## config.mk

```make
export PLATFORM = sky130hd
export DESIGN_NAME = jam_cost_table
export DESIGN_NICKNAME = d
export VERILOG_FILES = /design/src/rtl/jam_cost_table.sv
export SDC_FILE = /design/constraint.sdc
export NUM_CORES = 1
export LEC_CHECK = 0
export BUFFER_PORTS_ARGS = -buffer_cell sky130_fd_sc_hd__buf_4
export CAP_MARGIN = 30
export CORE_MARGIN = 5
export CORE_UTILIZATION = 56
export DETAILED_ROUTE_END_ITERATION = 16
export PLACE_DENSITY = 0.72
export SETUP_SLACK_MARGIN = 0.3
export SLEW_MARGIN = 10
export SYNTH_ARGS = -nofsm -noshare
export SYNTH_HDL_FRONTEND = slang
export SYNTH_SLANG_ARGS = --single-unit
```

## constraint.sdc

```tcl
create_clock -name CLK -period 3.43 [get_ports CLK]
set_input_delay 0.343 -clock CLK [delete_from_list [all_inputs] [get_ports CLK]]
set_output_delay 0.343 -clock CLK [all_outputs]
set_load 0.005 [all_outputs]
```

## src/rtl/jam_cost_table.sv

```systemverilog
// jam_cost_table: 8x8 cost matrix loaded over a valid/ready stream, combinational lookup, engine reset control.
// Define JAM_COST_LOWER_BOUND_EN to add the lower_bound output (sum of row minima).
module jam_cost_table #(
    parameter int N_SIDE = 8,
    parameter int COST_W = 7
`ifdef JAM_COST_LOWER_BOUND_EN
    , parameter int SUM_W = 10
`endif
) (
    input  logic                      CLK,
    input  logic                      RST,
    input  logic                      in_valid,
    input  logic [COST_W-1:0]         in_data,
    output logic                      in_ready,
    input  logic                      reload,
    input  logic [$clog2(N_SIDE)-1:0] W,
    input  logic [$clog2(N_SIDE)-1:0] J,
    output logic [COST_W-1:0]         Cost,
    output logic                      table_ready,
    output logic                      jam_rst,
`ifdef JAM_COST_LOWER_BOUND_EN
    output logic [SUM_W-1:0]          lower_bound,
`endif
    output logic [$clog2(N_SIDE*N_SIDE):0] load_count
);
    localparam int AW = $clog2(N_SIDE);
    localparam int NE = N_SIDE * N_SIDE;
    localparam int CW = $clog2(NE) + 1;

    typedef enum logic [1:0] {IDLE, LOAD, READY} state_t;

    state_t          state_q, state_d;
    logic [CW-1:0]   load_count_q, load_count_d;
    logic            table_ready_q, table_ready_d;
    logic            jam_rst_q, jam_rst_d;
    logic [COST_W-1:0] mem [NE];
    logic            fire, wr;

    assign in_ready    = state_q == LOAD;
    assign fire        = in_valid & in_ready;
    // A reload in the same cycle as a fire drops the entry.
    assign wr          = fire & ~reload;
    assign table_ready = table_ready_q;
    assign jam_rst     = jam_rst_q;
    assign load_count  = load_count_q;
    assign Cost        = table_ready_q ? mem[{W, J}] : '0;

    always_comb begin
        state_d      = state_q;
        load_count_d = load_count_q;
        case (state_q)
            IDLE: state_d = LOAD;
            LOAD: begin
                if (reload) begin
                    load_count_d = '0;
                end else if (fire) begin
                    load_count_d = load_count_q + 1'b1;
                    if (load_count_q == CW'(NE - 1)) state_d = READY;
                end
            end
            READY: begin
                if (reload) begin
                    state_d      = LOAD;
                    load_count_d = '0;
                end
            end
            default: state_d = IDLE;
        endcase
        table_ready_d = state_d == READY;
        jam_rst_d     = ~table_ready_d;
    end

    always_ff @(posedge CLK or posedge RST) begin
        if (RST) begin
            state_q       <= IDLE;
            load_count_q  <= '0;
            table_ready_q <= 1'b0;
            jam_rst_q     <= 1'b1;
        end else begin
            state_q       <= state_d;
            load_count_q  <= load_count_d;
            table_ready_q <= table_ready_d;
            jam_rst_q     <= jam_rst_d;
        end
    end

    always_ff @(posedge CLK) begin
        if (wr) mem[load_count_q[CW-2:0]] <= in_data;
    end

`ifdef JAM_COST_LOWER_BOUND_EN
    logic [COST_W-1:0] row_min_q, row_min_d, cur_min;
    logic [SUM_W-1:0]  acc_q, acc_d;

    // Row minimum is reseeded by the J=0 entry and folded into the sum on J=N_SIDE-1.
    always_comb begin
        cur_min   = (load_count_q[AW-1:0] == '0 || in_data < row_min_q) ? in_data : row_min_q;
        row_min_d = wr ? cur_min : row_min_q;
        acc_d     = reload ? '0 : (wr && &load_count_q[AW-1:0]) ? acc_q + SUM_W'(cur_min) : acc_q;
    end

    always_ff @(posedge CLK or posedge RST) begin
        if (RST) begin
            row_min_q <= '0;
            acc_q     <= '0;
        end else begin
            row_min_q <= row_min_d;
            acc_q     <= acc_d;
        end
    end

    assign lower_bound = table_ready_q ? acc_q : '0;
`endif
endmodule

```

==> flow_summary.yaml <==
synth:
  synth.distinct_cells: 49
  yosysTopAreaCell: "edfxtp_1"
  synth_area_leaders: "edfxtp_1, mux4_2, nor2_1"
  synth-async-reset-ratio_pct: 2.40
  yosysSeqAreaShare_pct: 75.6
  syn_nets: 918
  ys_ff_latch: 459
  synth-main-ff-cell: "edfxtp_1"
  avgSynthCellArea_um2: 20.3
  synth_edf_count: 448
  synthCells: 896
  yosys_warnings: 0
  syn_area_mm2: 0.0182
  synth_top_area_share_pct: 74.1
layout:
  fin_cells: 1478
  layout-drive-gt1-share_pct: 27.8
  final_nets: 1024
  final_cell_mix: "edfxtp_1, mux4_2, buf_4"
  final_common_cell: "edfxtp_1"
  syn_to_final_growth_pct: 13.8
  diodes: 0
route:
  wl_per_cell_um: 27.4
  drc_errors: 0
  ant_nets: 0
  dr.pass1.iters: 5
  vias: 9353
  drt-total-wl_mm: 40.5
  drt_iter0_drc: 1037
  routed_via_density: 6.33
worst_setup_path:
  crit_arrival_ns: 2.57
  worstPathMaxFanout: 1
  cp_slowest_stage_delay_ns: 0.53
  crit_path_cell_trace: "mux4_1 > mux4_2 > nand2b_1 > a32o_1 > buf_4"
  cp_num_buf_inv: 1
  cp-end-kind: "output port"
  cp-start-kind: "register"
  required_ns: 3.09
  worst-setup-path-type: "reg -> out"
  cp_slowest_cell: "mux4_2"
  crit_family: "multiplexers"
timing:
  tightest_slew_ns: 0.810
  finalSetupViolations: 0
  rsz0062_at_grt: "false"
  max-slew-margin-rel_pct: 45.8
  min_period_over_period_pct: 85.0
  drv_slew: 0
  setup_slack_ns: 0.514
  finalHoldViolations: 0
  max_freq_mhz: 343
  skew_ns: 0.0159
  tns_ns: 0
  finalCriticalPeriod_ns: 2.92
power_and_ir_drop:
  power_density_mw_per_mm2: 546
  p_leak_nw: 6.59
  ir_drop_mv: 0.486
clocking:
  clk_latency_ns: 0.55
  cts_tree: "built"
  clkTransAtPathRegs_ns: 0.06
  cts_buffers: 46
  root_buffer: "clkbuf_16"
  clk_path_buf_depth: 3
  cts.sinks: 459
  cts_setup_buffers: 0
  htreeDepth: 2
placed_design:
  io_buffers: 33
  placed_cells: 1395
  place_ws_ns: 0.533
  dp_hpwl_mm: 24.9
  gp_congestion: 0.857
die:
  core_area_mm2: 0.0323
  io_pins: 34
  die_area_mm2: 0.0361
  die_h_um: 190
  start_util_pct: 56.2
  row_count: 66
  die-width_um: 190
grt:
  grt_max_degree: 65
  antenna_found_initial: 0
  grt_pass1_vias: 9368
  track_usage_pct: 22.9
  grt_overflow: 0
  grt_pass1_wl_mm: 60.8
flow_run:
  cap_violations: 0
worst_hold_path:
  hold_class: "in -> reg"
status:
  outcome: "finished clean"
## cell usage after synthesis (2+ instances only)
| cell | n |
|---|---|
| clkbuf_1 | 16 |
| mux2_2 | 8 |
| a311oi_1 | 2 |
| inv_1 | 6 |
| o211ai_1 | 4 |
| a22oi_1 | 5 |
| nor2_1 | 90 |
| o22ai_1 | 14 |
| mux2i_1 | 7 |
| a21oi_1 | 4 |
| buf_2 | 17 |
| or2_2 | 2 |
| ha_1 | 5 |
| a31oi_1 | 2 |
| or3b_2 | 2 |
| nor4_1 | 5 |
| a211oi_1 | 8 |
| o221ai_1 | 6 |
| o32a_1 | 4 |
| nand2_1 | 16 |
| and2_1 | 2 |
| nand3b_1 | 5 |
| buf_6 | 8 |
| o22a_1 | 2 |
| dfrtp_1 | 10 |
| nor2b_1 | 8 |
| a22o_1 | 3 |
| o31ai_1 | 2 |
| buf_4 | 8 |
| nand3_1 | 5 |
| nor3_1 | 5 |
| mux4_2 | 110 |
| a31o_2 | 2 |
| and3_1 | 2 |
| or3_1 | 11 |
| nand2b_1 | 11 |
| nand4_1 | 2 |
| a32o_1 | 3 |
| edfxtp_1 | 448 |
| o41ai_1 | 2 |
| o21ai_0 | 16 |
## power breakdown
| group | internal [mW] | leakage [nW] | total [mW] | switching (mW) |
|---|---|---|---|---|
| clock | 2.59 | 0.659 | 4.60 | 2.01 |
| sequential | 6.17 | 4.17 | 6.18 | 0.0109 |
| combinational | 0.197 | 1.77 | 0.511 | 0.314 |
| total | 8.95 | 6.59 | 11.3 | 2.33 |
## flip-flops by register name (all words and copies together), names as in the netlist
name	cells
load_count	7
state_q	2
mem	448
jam_rst	1
table_ready	1
## final timing paths
path / to / cells past startpoint / from / slack, ns
worst min-delay path: load_count[1]$_DFFE_PP0P_ / 2 / reload / 0.09
worst max register to register: mem[24][4]$_DFFE_PP_ / 6 / state_q[1]$_DFF_PP0_ / 0.56
min in group asynchronous: state_q[1]$_DFF_PP0_ / 3 / RST / 0.36
worst min register to register: load_count[6]$_DFFE_PP0P_ / 2 / load_count[6]$_DFFE_PP0P_ / 0.61
max in group asynchronous: jam_rst$_DFF_PP1_ / 3 / RST / 2.72
worst max-delay path: Cost[4] / 5 / mem[26][4]$_DFFE_PP_ / 0.51
## metal layers
| metal | vias to the layer above | GRT usage, % | share of wire [%] |
|---|---|---|---|
| met5 | - | 0 | 0 |
| met4 | 0 | 7.32 | 3.4 |
| met3 | 87 | 4.92 | 9.7 |
| met2 | 521 | 35.4 | 47 |
| met1 | 4820 | 33.4 | 39 |
| li1 | 3925 | - | - |
## through the flow
step	power [mW]	util [%]	instance area, um2	hold WS, ns
after global placement	6.80	59.7	19300	0.370
after global routing	11.6	64.0	20700	0.107
final	11.3	64.0	20700	0.0913
after detailed placement	6.81	59.7	19300	0.386
after floorplan	6.58	-	18200	0.195
after CTS	11.4	64.0	20700	0.0739
## what timing repair did
action | 4_1_cts | 5_1_grt
resized for setup | 0 | 0
endpoints found under the hold margin | 10 | 0
hold buffers | 1 | 0
## cell type report
class	instances	area (um2)
Timing Repair Buffer	107	872
Tap cell	442	553
Sequential cell	459	13700
Multi-Input combinational cell	382	4110
Fill cell	2151	11600
Inverter	6	22.5
Clock inverter	22	146
Clock buffer	60	1220
## cells by family (layout without fill, tap and decap cells)
group / after synthesis / count (layout) / share of synthesized area (%)
adder cells (fa/ha/maj): 5 / 5 / 0.345
buffers and inverters: 55 / 195 / 1.75
multiplexers: 126 / 126 / 14.7
flip-flops: 459 / 459 / 75.6
AND/OR/NAND/NOR: 170 / 170 / 4.44
AO/OA/AOI/OAI: 81 / 81 / 3.16
No activity file was read; power rests on OpenSTA's default activity.
